**src/rtl/trap_ctrl_pkg.sv**
```systemverilog
//==============================================================================
// Module   : trap_ctrl_pkg
// Purpose  : Shared decode/CSR constants and trap sequencer state encoding.
// Revision : 1.0 - initial release
//==============================================================================
`default_nettype none

package trap_ctrl_pkg;

   typedef enum logic [2:0] {
      IR_R = 3'd0,
      IR_I = 3'd1,
      IR_S = 3'd2,
      IR_B = 3'd3,
      IR_U = 3'd4,
      IR_J = 3'd5
   } ir_type_t;

   localparam logic [2:0] F3_PRIV  = 3'b000;
   localparam logic [2:0] F3_CSRRW = 3'b001;
   localparam logic [2:0] F3_CSRRS = 3'b010;
   localparam logic [2:0] F3_CSRRC = 3'b011;

   localparam logic [11:0] C_CSR_MEPC   = 12'h341;
   localparam logic [11:0] C_CSR_MCAUSE = 12'h342;

   localparam logic [31:0] C_CAUSE_ILLEGAL = 32'd2;
   localparam logic [31:0] C_CAUSE_ECALL   = 32'd11;

   localparam int unsigned C_ST_W = 3;
   localparam logic [C_ST_W-1:0] S_IDLE     = 3'd0;
   localparam logic [C_ST_W-1:0] S_DRAIN    = 3'd1;
   localparam logic [C_ST_W-1:0] S_WR_EPC   = 3'd2;
   localparam logic [C_ST_W-1:0] S_WR_CAUSE = 3'd3;
   localparam logic [C_ST_W-1:0] S_REDIRECT = 3'd4;

   function automatic logic [31:0] cause_code(input logic is_ecall);
      return is_ecall ? C_CAUSE_ECALL : C_CAUSE_ILLEGAL;
   endfunction

endpackage

`default_nettype wire

```
**src/rtl/trap_ctrl.sv**
```systemverilog
//==============================================================================
// Module   : trap_ctrl
// Purpose  : Sequences ecall/illegal traps (drain, mepc/mcause write, vector)
//            and mret returns for a single-issue in-order pipeline.
// Revision : 1.0 - initial release
//==============================================================================
`default_nettype none

module trap_ctrl
   import trap_ctrl_pkg::*;
(
   input  logic        clk,
   input  logic        rst,
   input  logic        id_valid,
   input  logic [31:0] id_pc,
   input  logic        is_ecall,
   input  logic        is_mret,
   input  logic        is_illegal_ir,
   input  logic        pipe_empty,
   input  logic [31:0] mtvec,
   input  logic [31:0] mepc,
   output logic        stall,
   output logic        flush,
   output logic        csr_wr_en,
   output logic [11:0] csr_wr_addr,
   output logic [31:0] csr_wr_data,
   output logic        pc_redirect,
   output logic [31:0] pc_target,
   output logic        e_cause_is_ecall
);

   logic [C_ST_W-1:0] r_state;
   logic [C_ST_W-1:0] w_next_state;
   logic [31:0]       r_pc;
   logic              r_kind_ecall;
   logic              r_op_ret;
   logic              r_e_cause_is_ecall;
   logic              w_trap_ev;
   logic              w_ret_ev;

   // Illegal dominates ecall; an mret flagged illegal is treated as a trap.
   assign w_trap_ev = id_valid & (is_illegal_ir | is_ecall);
   assign w_ret_ev  = id_valid & is_mret & ~is_illegal_ir;

   always_ff @(posedge clk) begin
      if (rst) begin
         r_state            <= S_IDLE;
         r_pc               <= 32'd0;
         r_kind_ecall       <= 1'b0;
         r_op_ret           <= 1'b0;
         r_e_cause_is_ecall <= 1'b0;
      end else begin
         r_state <= w_next_state;
         if ((r_state == S_IDLE) && (w_trap_ev || w_ret_ev)) begin
            r_op_ret <= ~w_trap_ev;
            if (w_trap_ev) begin
               r_pc         <= id_pc;
               r_kind_ecall <= ~is_illegal_ir;
            end
         end
         if (r_state == S_WR_CAUSE) begin
            r_e_cause_is_ecall <= r_kind_ecall;
         end
      end
   end

   always_comb begin
      w_next_state = r_state;
      case (r_state)
         S_IDLE: begin
            if (w_trap_ev || w_ret_ev) begin
               w_next_state = S_DRAIN;
            end
         end
         S_DRAIN: begin
            if (pipe_empty) begin
               w_next_state = r_op_ret ? S_REDIRECT : S_WR_EPC;
            end
         end
         S_WR_EPC:   w_next_state = S_WR_CAUSE;
         S_WR_CAUSE: w_next_state = S_REDIRECT;
         S_REDIRECT: w_next_state = S_IDLE;
         default:    w_next_state = S_IDLE;
      endcase
   end

   always_comb begin
      stall       = 1'b0;
      flush       = 1'b0;
      csr_wr_en   = 1'b0;
      csr_wr_addr = 12'd0;
      csr_wr_data = 32'd0;
      pc_redirect = 1'b0;
      pc_target   = 32'd0;
      case (r_state)
         S_IDLE: begin
            stall = w_trap_ev | w_ret_ev;
            flush = w_trap_ev | w_ret_ev;
         end
         S_DRAIN: begin
            stall = 1'b1;
            flush = 1'b1;
         end
         S_WR_EPC: begin
            stall       = 1'b1;
            csr_wr_en   = 1'b1;
            csr_wr_addr = C_CSR_MEPC;
            csr_wr_data = r_pc;
         end
         S_WR_CAUSE: begin
            stall       = 1'b1;
            csr_wr_en   = 1'b1;
            csr_wr_addr = C_CSR_MCAUSE;
            csr_wr_data = cause_code(r_kind_ecall);
         end
         S_REDIRECT: begin
            flush       = 1'b1;
            pc_redirect = 1'b1;
            // Return past an ecall; re-execute after any other trap cause.
            pc_target   = r_op_ret ? (mepc + (r_e_cause_is_ecall ? 32'd4 : 32'd0)) : mtvec;
         end
         default: ;
      endcase
   end

   assign e_cause_is_ecall = r_e_cause_is_ecall;

endmodule

`default_nettype wire
```
**config.mk**
```make
export PLATFORM = sky130hd
export DESIGN_NAME = trap_ctrl
export DESIGN_NICKNAME = d
export VERILOG_FILES = /design/src/rtl/trap_ctrl_pkg.sv /design/src/rtl/trap_ctrl.sv
export SDC_FILE = /design/constraint.sdc
export NUM_CORES = 1
export LEC_CHECK = 0
export BUFFER_PORTS_ARGS = -buffer_cell sky130_fd_sc_hd__buf_2
export CORE_UTILIZATION = 43
export DETAILED_ROUTE_END_ITERATION = 8
export MAX_ROUTING_LAYER = met4
export PLACE_DENSITY_LB_ADDON = 0.1
export SLEW_MARGIN = 20
export SYNTH_ARGS = -nofsm -noshare
export SYNTH_HDL_FRONTEND = slang
export SYNTH_SLANG_ARGS = --single-unit
```
**constraint.sdc**
```tcl
create_clock -name clk -period 2.5 [get_ports clk]
set_clock_uncertainty 0.2 [all_clocks]
set_input_delay 0.125 -clock clk [delete_from_list [all_inputs] [get_ports clk]]
set_output_delay 0.125 -clock clk [all_outputs]
set_load 0.03 [all_outputs]
```
==> impl_metrics.sql, run 1 <==
INSERT INTO impl_metrics (metric_group, metric, value, unit) VALUES
('hold_path', 'worst_hold_startpoint', 'id_valid', ''),
('global_routing', 'grt_util_met3', '4.22', '%'),
('yosys', 'number_of_enable_type_register_cells_in_the_synthesized_netlist', '0', ''),
('yosys', 'synthArstFlopShare', '0', '%'),
('drt', 'wire_per_inst', '12.9', 'um'),
('yosys', 'synth_area', '2750', 'um2'),
('final_layout', 'finalCoreUtilization', '67.6', '%'),
('drt', 'total_wire_length', '8530', 'um'),
('final_layout', 'final_layout_size_suffix_gt1_share', '35.3', '%'),
('drt', 'via_count', '3372', ''),
('yosys', 'post-synth-top-area-cell', 'dfxtp_1', ''),
('power_and_ir_drop', 'p_sw_share', '33.0', '%'),
('global_routing', 'grt_pass1_vias', '2990', ''),
('yosys', 'ys.flop_type', 'dfxtp_1', ''),
('place', 'port_buffers', '176', ''),
('power_and_ir_drop', 'net-switching-power', '0.513', 'mW'),
('clocking', 'tritoncts', 'built', ''),
('hold_path', 'worst_hold_path.endpoint', 'r_op_ret', ''),
('worst_setup_path', 'path_max_fanout', '5', ''),
('yosys', 'synth_top_cells_by_area', 'dfxtp_1, nand2_1, a21oi_1', ''),
('clocking', 'root_buffer', 'clkbuf_8', ''),
('global_routing', 'grt_overflow', '0', ''),
('place', 'post-place-cells', '617', ''),
('drt', 'first_iter_violations', '66', ''),
('worst_setup_path', 'regToRegStartpoint', 'r_state[0]', ''),
('yosys', 'ys_types', '38', ''),
('floorplanning', 'die-width', '82.0', 'um'),
('worst_setup_path', 'ff2ff_path_depth', '4', ''),
('yosys', 'postSynthAreaPerCell', '7.04', 'um2'),
('clocking', 'cts.sinks', '38', ''),
('sta', 'tightest_slew', '0.694', 'ns'),
('power_and_ir_drop', 'power_frac_clock', '26.1', '%'),
('global_routing', 'global_route.usage.met1', '26.7', '%'),
('sta', 'max_freq', '0.432', 'GHz'),
('worst_setup_path', 'worst_setup_path_end_kind', 'output port', ''),
('power_and_ir_drop', 'internal-power', '1.04', 'mW'),
('yosys', 'yosys-top-cells-count', 'nand2_1, a21oi_1, dfxtp_1, and2_1, nor2_1', ''),
('global_routing', 'global_route.usage.met2', '47.4', '%'),
('hold_path', 'hp-class', 'input pin to register', ''),
('clocking', 'cts-htree-levels', '2', ''),
('power_and_ir_drop', 'pwr_density_cell', '380', 'nW/um2'),
('sta', 'final.min_clock_period', '2.32', 'ns'),
('global_routing', 'grt.total_usage', '24.9', '%'),
('sta', 'setup_total_negative_slack', '0', 'ns'),
('worst_setup_path', 'setup.worst_path.start_class', 'register', ''),
('worst_setup_path', 'cp_data_arrival_time', '1.99', 'ns'),
('floorplanning', 'placeableCoreArea', '6060', 'um2'),
('floorplanning', 'pin_count', '184', ''),
('worst_setup_path', 'crit_required', '2.17', 'ns'),
('final_layout', 'diodes', '0', ''),
('drt', 'detail-route-antenna-nets', '0', ''),
('place', 'place_ws', '0.223', 'ns'),
('global_routing', 'antenna_found_initial', '0', ''),
('final_layout', 'layout-area-overhead-vs-synth', '48.8', '%'),
('yosys', 'synthCells', '391', ''),
('run_status', 'run_status', 'completed', ''),
('yosys', 'ys_seq_elements', '38', ''),
('final_layout', 'post_layout_nonfiller_instances', '661', ''),
('sta', 'setup_violations', '0', ''),
('global_routing', 'grt_first_pass_wirelength', '12800', 'um'),
('sta', 'final.hold.worst_slack', '0.127', 'ns'),
('sta', 'slew_headroom', '53.7', '%'),
('run', 'drv.max_cap_violation_count', '0', ''),
('floorplanning', 'start_util', '45.4', '%'),
('clocking', 'cts_buffer_count', '5', ''),
('drt', 'drt_pre_antenna_iters', '4', ''),
('clocking', 'clk_latency', '0.28', 'ns'),
('global_routing', 'busiest_layer', 'met2', ''),
('sta', 'worst_path_setup_slack_after_routing', '0.183', 'ns'),
('place', 'globalplace.congestion', '0.833', ''),
('worst_setup_path', 'worst_r2r_endpoint', 'r_kind_ecall', '');
[layer usage]
metal	wire length, um	vias up
li1	-	1712
met1	3420	1516
met2	4420	135
met3	620	9
met4	66	0
met5	0	-
[worst max-delay path by stage]
stage	start	endpoint	slack [ns]	cells after the start
after floorplan	e_cause_is_ecall	pc_target[22]	0.03	7
after global placement	e_cause_is_ecall	pc_target[22]	0.26	8
after detailed placement	e_cause_is_ecall	pc_target[22]	0.22	8
after CTS	e_cause_is_ecall	pc_target[29]	0.001	7
after global routing	e_cause_is_ecall	pc_target[22]	0.03	8
final	e_cause_is_ecall	pc_target[22]	0.18	8
[power by group through the flow]
| stage | combinational [mW] | sequential [mW] | clock [mW] |
|---|---|---|---|
| 2_1_floorplan | 0.288 | 0.676 | 0 |
| 5_1_grt | 0.518 | 0.687 | 0.443 |
| 3_5_place_dp | 0.420 | 0.694 | 0 |
| 3_3_place_gp | 0.414 | 0.692 | 0 |
| 6_report | 0.469 | 0.681 | 0.406 |
| 4_1_cts | 0.463 | 0.680 | 0.418 |
[per-stage QoR]
stage	area, um2	total power [mW]
after floorplan	2790	0.964
after global placement	3620	1.11
after detailed placement	3620	1.11
after CTS	4060	1.56
after global routing	4100	1.65
final	4100	1.56
[worst max-delay path: stages, from the launching register on]
cell      delay, ns
dfxtp_2        0.35
ha_2           0.21
ha_1           0.18
nand3_2        0.13
nor2_4         0.20
nand4_1        0.14
xor2_1         0.16
a21oi_1        0.13
clkbuf_4       0.20
[kinds of logic after synthesis]
kind of cell	after synthesis	synth area share, %
adder cells (fa/ha/maj)	3	1.36
flip-flops	38	27.6
XOR/XNOR	27	8.59
AND/OR/NAND/NOR	185	34.0
other	1	0.136
buffers and inverters	40	8.09
multiplexers	6	2.18
AO/OA/AOI/OAI	91	18.0
[layout make-up]
| class | instances | area [um2] |
|---|---|---|
| Inverter | 4 | 18.8 |
| Timing Repair Buffer | 217 | 1300 |
| Fill cell | 556 | 1960 |
| Clock buffer | 6 | 72.6 |
| Tap cell | 75 | 93.8 |
| Multi-Input combinational cell | 319 | 1830 |
| Clock inverter | 2 | 13.8 |
| Sequential cell | 38 | 763 |
[placed cells by master (no fill, tap or decap), drive strengths merged, types with 10 or more instances in the layout]
master	Yosys	routed
nand4	13	13
nand2	76	76
o21ai	21	21
nand3	11	11
and2	30	30
a21oi	55	55
dfxtp	38	38
dlygate4sd3	0	35
buf	14	181
nor3	11	11
xnor2	10	10
xor2	17	17
nor2	23	23
[state kept, by name (all words and copies together) (netlist names)]
signal and flops:
r_kind_ecall 1, r_pc 32, e_cause_is_ecall 1, r_state 3, r_op_ret 1
[repair_timing]
item,in CTS,in global routing
hold buffers,35,0
endpoints found under the hold margin,35,0
pin swaps,0,2
endpoints found under the setup margin,5,13
resized for setup,1,8
buffers inserted,0,1
(Power assumes the default switching activity.)
==> run 2, diff against run 1 <==
--- a/config.mk
+++ b/config.mk
@@ -5,8 +5,9 @@
 export SDC_FILE = /design/constraint.sdc
 export NUM_CORES = 1
 export LEC_CHECK = 0
+export ABC_AREA = 1
 export BUFFER_PORTS_ARGS = -buffer_cell sky130_fd_sc_hd__buf_2
-export CORE_UTILIZATION = 43
+export CORE_UTILIZATION = 41
 export DETAILED_ROUTE_END_ITERATION = 8
 export MAX_ROUTING_LAYER = met4
 export PLACE_DENSITY_LB_ADDON = 0.1
==> constraint.sdc (replaced) <==
create_clock -name clk -period 1.9 [get_ports clk]
set_clock_uncertainty 0.2 [all_clocks]
set_input_delay 0.095 -clock clk [delete_from_list [all_inputs] [get_ports clk]]
set_output_delay 0.095 -clock clk [all_outputs]
set_load 0.03 [all_outputs]
==> impl_metrics.sql, run 2 <==
INSERT INTO impl_metrics (metric_group, metric, value, unit) VALUES
('run_status', 'run_status', 'finished, violations left', ''),
('final_layout', 'final_common_cell', 'buf_2', ''),
('power_and_ir_drop', 'pwr_density_cell', '458', 'nW/um2'),
('run', 'drv.max_cap_violation_count', '0', ''),
('yosys', 'post-synth-top-count-cell', 'nor2_1', ''),
('drt', 'detail-route-antenna-nets', '0', ''),
('clocking', 'cts.sinks', '38', ''),
('floorplanning', 'dieHeight', '90.3', 'um'),
('final_layout', 'largest_reg_flops', '32', ''),
('global_routing', 'grt.total_usage', '25.1', '%'),
('floorplanning', 'pin_count', '184', ''),
('power_and_ir_drop', 'max-vdd-ir-drop', '0.000339', 'V'),
('global_routing', 'antenna_found_initial', '0', ''),
('final_layout', 'layout_common_cells', 'buf_2, nor2_1, nand2_1', ''),
('place', 'dp.final_hpwl', '7270', 'um'),
('floorplanning', 'die_area', '8150', 'um2'),
('place', 'place_ws', '0.0141', 'ns'),
('global_routing', 'grt_first_pass_wirelength', '16500', 'um'),
('worst_setup_path', 'setup.worst_path.class', 'register to output port', ''),
('floorplanning', 'placeableCoreArea', '7410', 'um2'),
('final_layout', 'final_layout_size_suffix_gt1_share', '35.1', '%'),
('yosys', 'ys_types', '30', ''),
('sta', 'final.period_utilization', '109', '%'),
('clocking', 'cts_buffer_count', '5', ''),
('yosys', 'synthArstFlopShare', '0', '%'),
('worst_setup_path', 'cp_data_arrival_time', '1.78', 'ns'),
('clocking', 'root_buffer', 'clkbuf_8', ''),
('clocking', 'cts-htree-levels', '2', ''),
('drt', 'wire_per_inst', '12.1', 'um'),
('global_routing', 'grt_pass1_vias', '3840', ''),
('final_layout', 'finalCoreUtilization', '67.1', '%'),
('yosys', 'synthCells', '554', ''),
('yosys', 'post-synth-top-area-cell', 'dfxtp_1', ''),
('sta', 'max_freq', '0.481', 'GHz'),
('place', 'globalplace.congestion', '0.890', ''),
('worst_setup_path', 'path_max_fanout', '5', ''),
('yosys', 'yosys-top-cells-count', 'nor2_1, nand2_1, inv_1, o21ai_0, a21oi_1', ''),
('sta', 'worst_path_setup_slack_after_routing', '-0.179', 'ns'),
('yosys', 'postSynthAreaPerCell', '5.77', 'um2'),
('drt', 'vias_per_cell', '4.79', ''),
('final_layout', 'nNetsFinal', '867', ''),
('final_layout', 'diodes', '0', ''),
('floorplanning', 'rows', '31', ''),
('global_routing', 'grt_start_max_net_pins', '64', ''),
('sta', 'setup_repair_after_global_routing_missed_its_margin', 'yes', ''),
('power_and_ir_drop', 'cellLeakagePower', '2.50', 'nW'),
('clocking', 'tritoncts', 'built', ''),
('final_layout', 'layout-area-overhead-vs-synth', '55.6', '%'),
('final_layout', 'largest-register', 'r_pc', ''),
('yosys', 'ys_seq_elements', '38', ''),
('yosys', 'yosys_warnings', '0', ''),
('drt', 'drt_pre_antenna_iters', '4', ''),
('yosys', 'synth_top_cells_by_area', 'dfxtp_1, nor2_1, nand2_1', ''),
('drt', 'total_wire_length', '10400', 'um'),
('run_status', 'violations', 'negative setup slack', ''),
('yosys', 'ys.flop_type', 'dfxtp_1', ''),
('yosys', 'synth_area', '3200', 'um2'),
('sta', 'final-max-slew-violation-count', '0', ''),
('drt', 'drcViolationCount', '0', ''),
('final_layout', 'reg.largest.list', 'r_pc: 32 flops, r_state: 3 flops', ''),
('yosys', 'number_of_enable_type_register_cells_in_the_synthesized_netlist', '0', ''),
('clocking', 'clk_latency', '0.28', 'ns'),
('worst_setup_path', 'setup.worst_path.start_class', 'register', ''),
('floorplanning', 'start_util', '43.1', '%'),
('clocking', 'clk_pin_slew_worst_paths', '0.07', 'ns'),
('sta', 'setup_violations', '16', ''),
('worst_setup_path', 'worst_setup_path_end_kind', 'output port', ''),
('drt', 'first_iter_violations', '238', ''),
('clocking', 'cts.path.max_buffers', '2', ''),
('place', 'port_buffers', '176', ''),
('hold_path', 'hp-class', 'input pin to register', ''),
('sta', 'timing_hold_violations_final', '0', ''),
('yosys', 'synth-seq-area-share', '23.8', '%'),
('global_routing', 'grt_overflow', '0', ''),
('power_and_ir_drop', 'design_power_total', '2.28', 'mW'),
('sta', 'final.min_clock_period', '2.08', 'ns'),
('yosys', 'synth_top_cell_area_share', '23.8', '%'),
('floorplanning', 'die-width', '90.3', 'um'),
('worst_setup_path', 'crit_required', '1.60', 'ns'),
('drt', 'via_count', '4123', '');
[run 2: changes by cell type after synthesis, sizes merged, moves of 9 or more]
cell	before	now
nor2	23	130
nand2	76	102
a211oi	9	0
buf	14	26
xor2	17	1
clkbuf	22	7
nand3	11	28
o21ai	21	62
inv	4	88
and2	30	4
nand4	13	0
[run 2: stage by stage]
stage               std cells  TNS (ns)  instance area [um2]  hold WS, ns
CTS                       853     -1.43                 4690       0.0495
detailed placement        809         0                 4110        0.105
finish                    860     -1.41                 4970       0.0514
floorplan                 560         0                 3260      -0.0433
global route              860     -3.89                 4970        0.106
global placement          809         0                 4110       0.0903
[run 2: metal layers]
layer | track usage (%) | vias up | share of wire (%)
met5 | - | - | 0
met4 | 7.80 | 0 | 2.3
met3 | 3.70 | 22 | 6.4
met2 | 46.9 | 150 | 52
met1 | 27.2 | 1839 | 40
li1 | - | 2112 | -
[run 2: what timing repair did]
item                       CTS  global route
setup endpoints to repair   50            69
hold endpoints to repair    38             0
hold buffers                36             0
gates resized for setup     43           110
cloned                       0             1
pin swaps                    8            13
setup buffers                1             7
[run 2: report_power, final]
part	leakage [nW]	total (mW)	internal, mW	switching, mW
sequential	0.316	0.914	0.883	0.0315
combinational	2.14	0.844	0.328	0.516
clock	0.0438	0.519	0.246	0.273
[run 2: final timing paths]
kind                                  startpoint       endpoint  slack [ns]  depth (start not counted)
worst min register to register          r_pc[11]       r_pc[11]        0.25                          2
worst min-delay path                     is_mret     r_state[0]        0.05                          5
worst max register to register        r_state[2]        r_pc[7]        0.32                          7
worst max-delay path            e_cause_is_ecall  pc_target[26]       -0.18                         11
[run 2: logic make-up (layout without fill, tap and decap cells)]
kind of cell	Yosys count	after routing	share of synthesized area (%)
adders and majority gates	3	3	1.17
AOI/OAI and AO/OA	113	113	17.7
DFF	38	38	23.8
other	1	7	0.117
buffers and inverters	121	322	17.7
xor gates and xnor gates	7	7	1.92
and+or+nand+nor	271	271	37.6
[run 2: area by class of cell]
cell class,count,area (um2)
fillers,692,2440
multi-input cells,401,2090
repair buffers,226,1570
flip-flops and latches,38,772
inverters,88,337
well taps,99,124
clock buffers,5,68.8
clock inverters,2,10.0
repair inverters,1,5.00
[run 2: worst max-delay path: stages, from the launching register on]
cell and delay (ns):
dfxtp_4 0.38, ha_4 0.14, ha_4 0.13, nand3_4 0.08, inv_4 0.07, nand2_4 0.06, nor2_4 0.21, nand3_1 0.10
nand2_1 0.09, nor2_2 0.05, nor2_4 0.07, buf_6 0.13
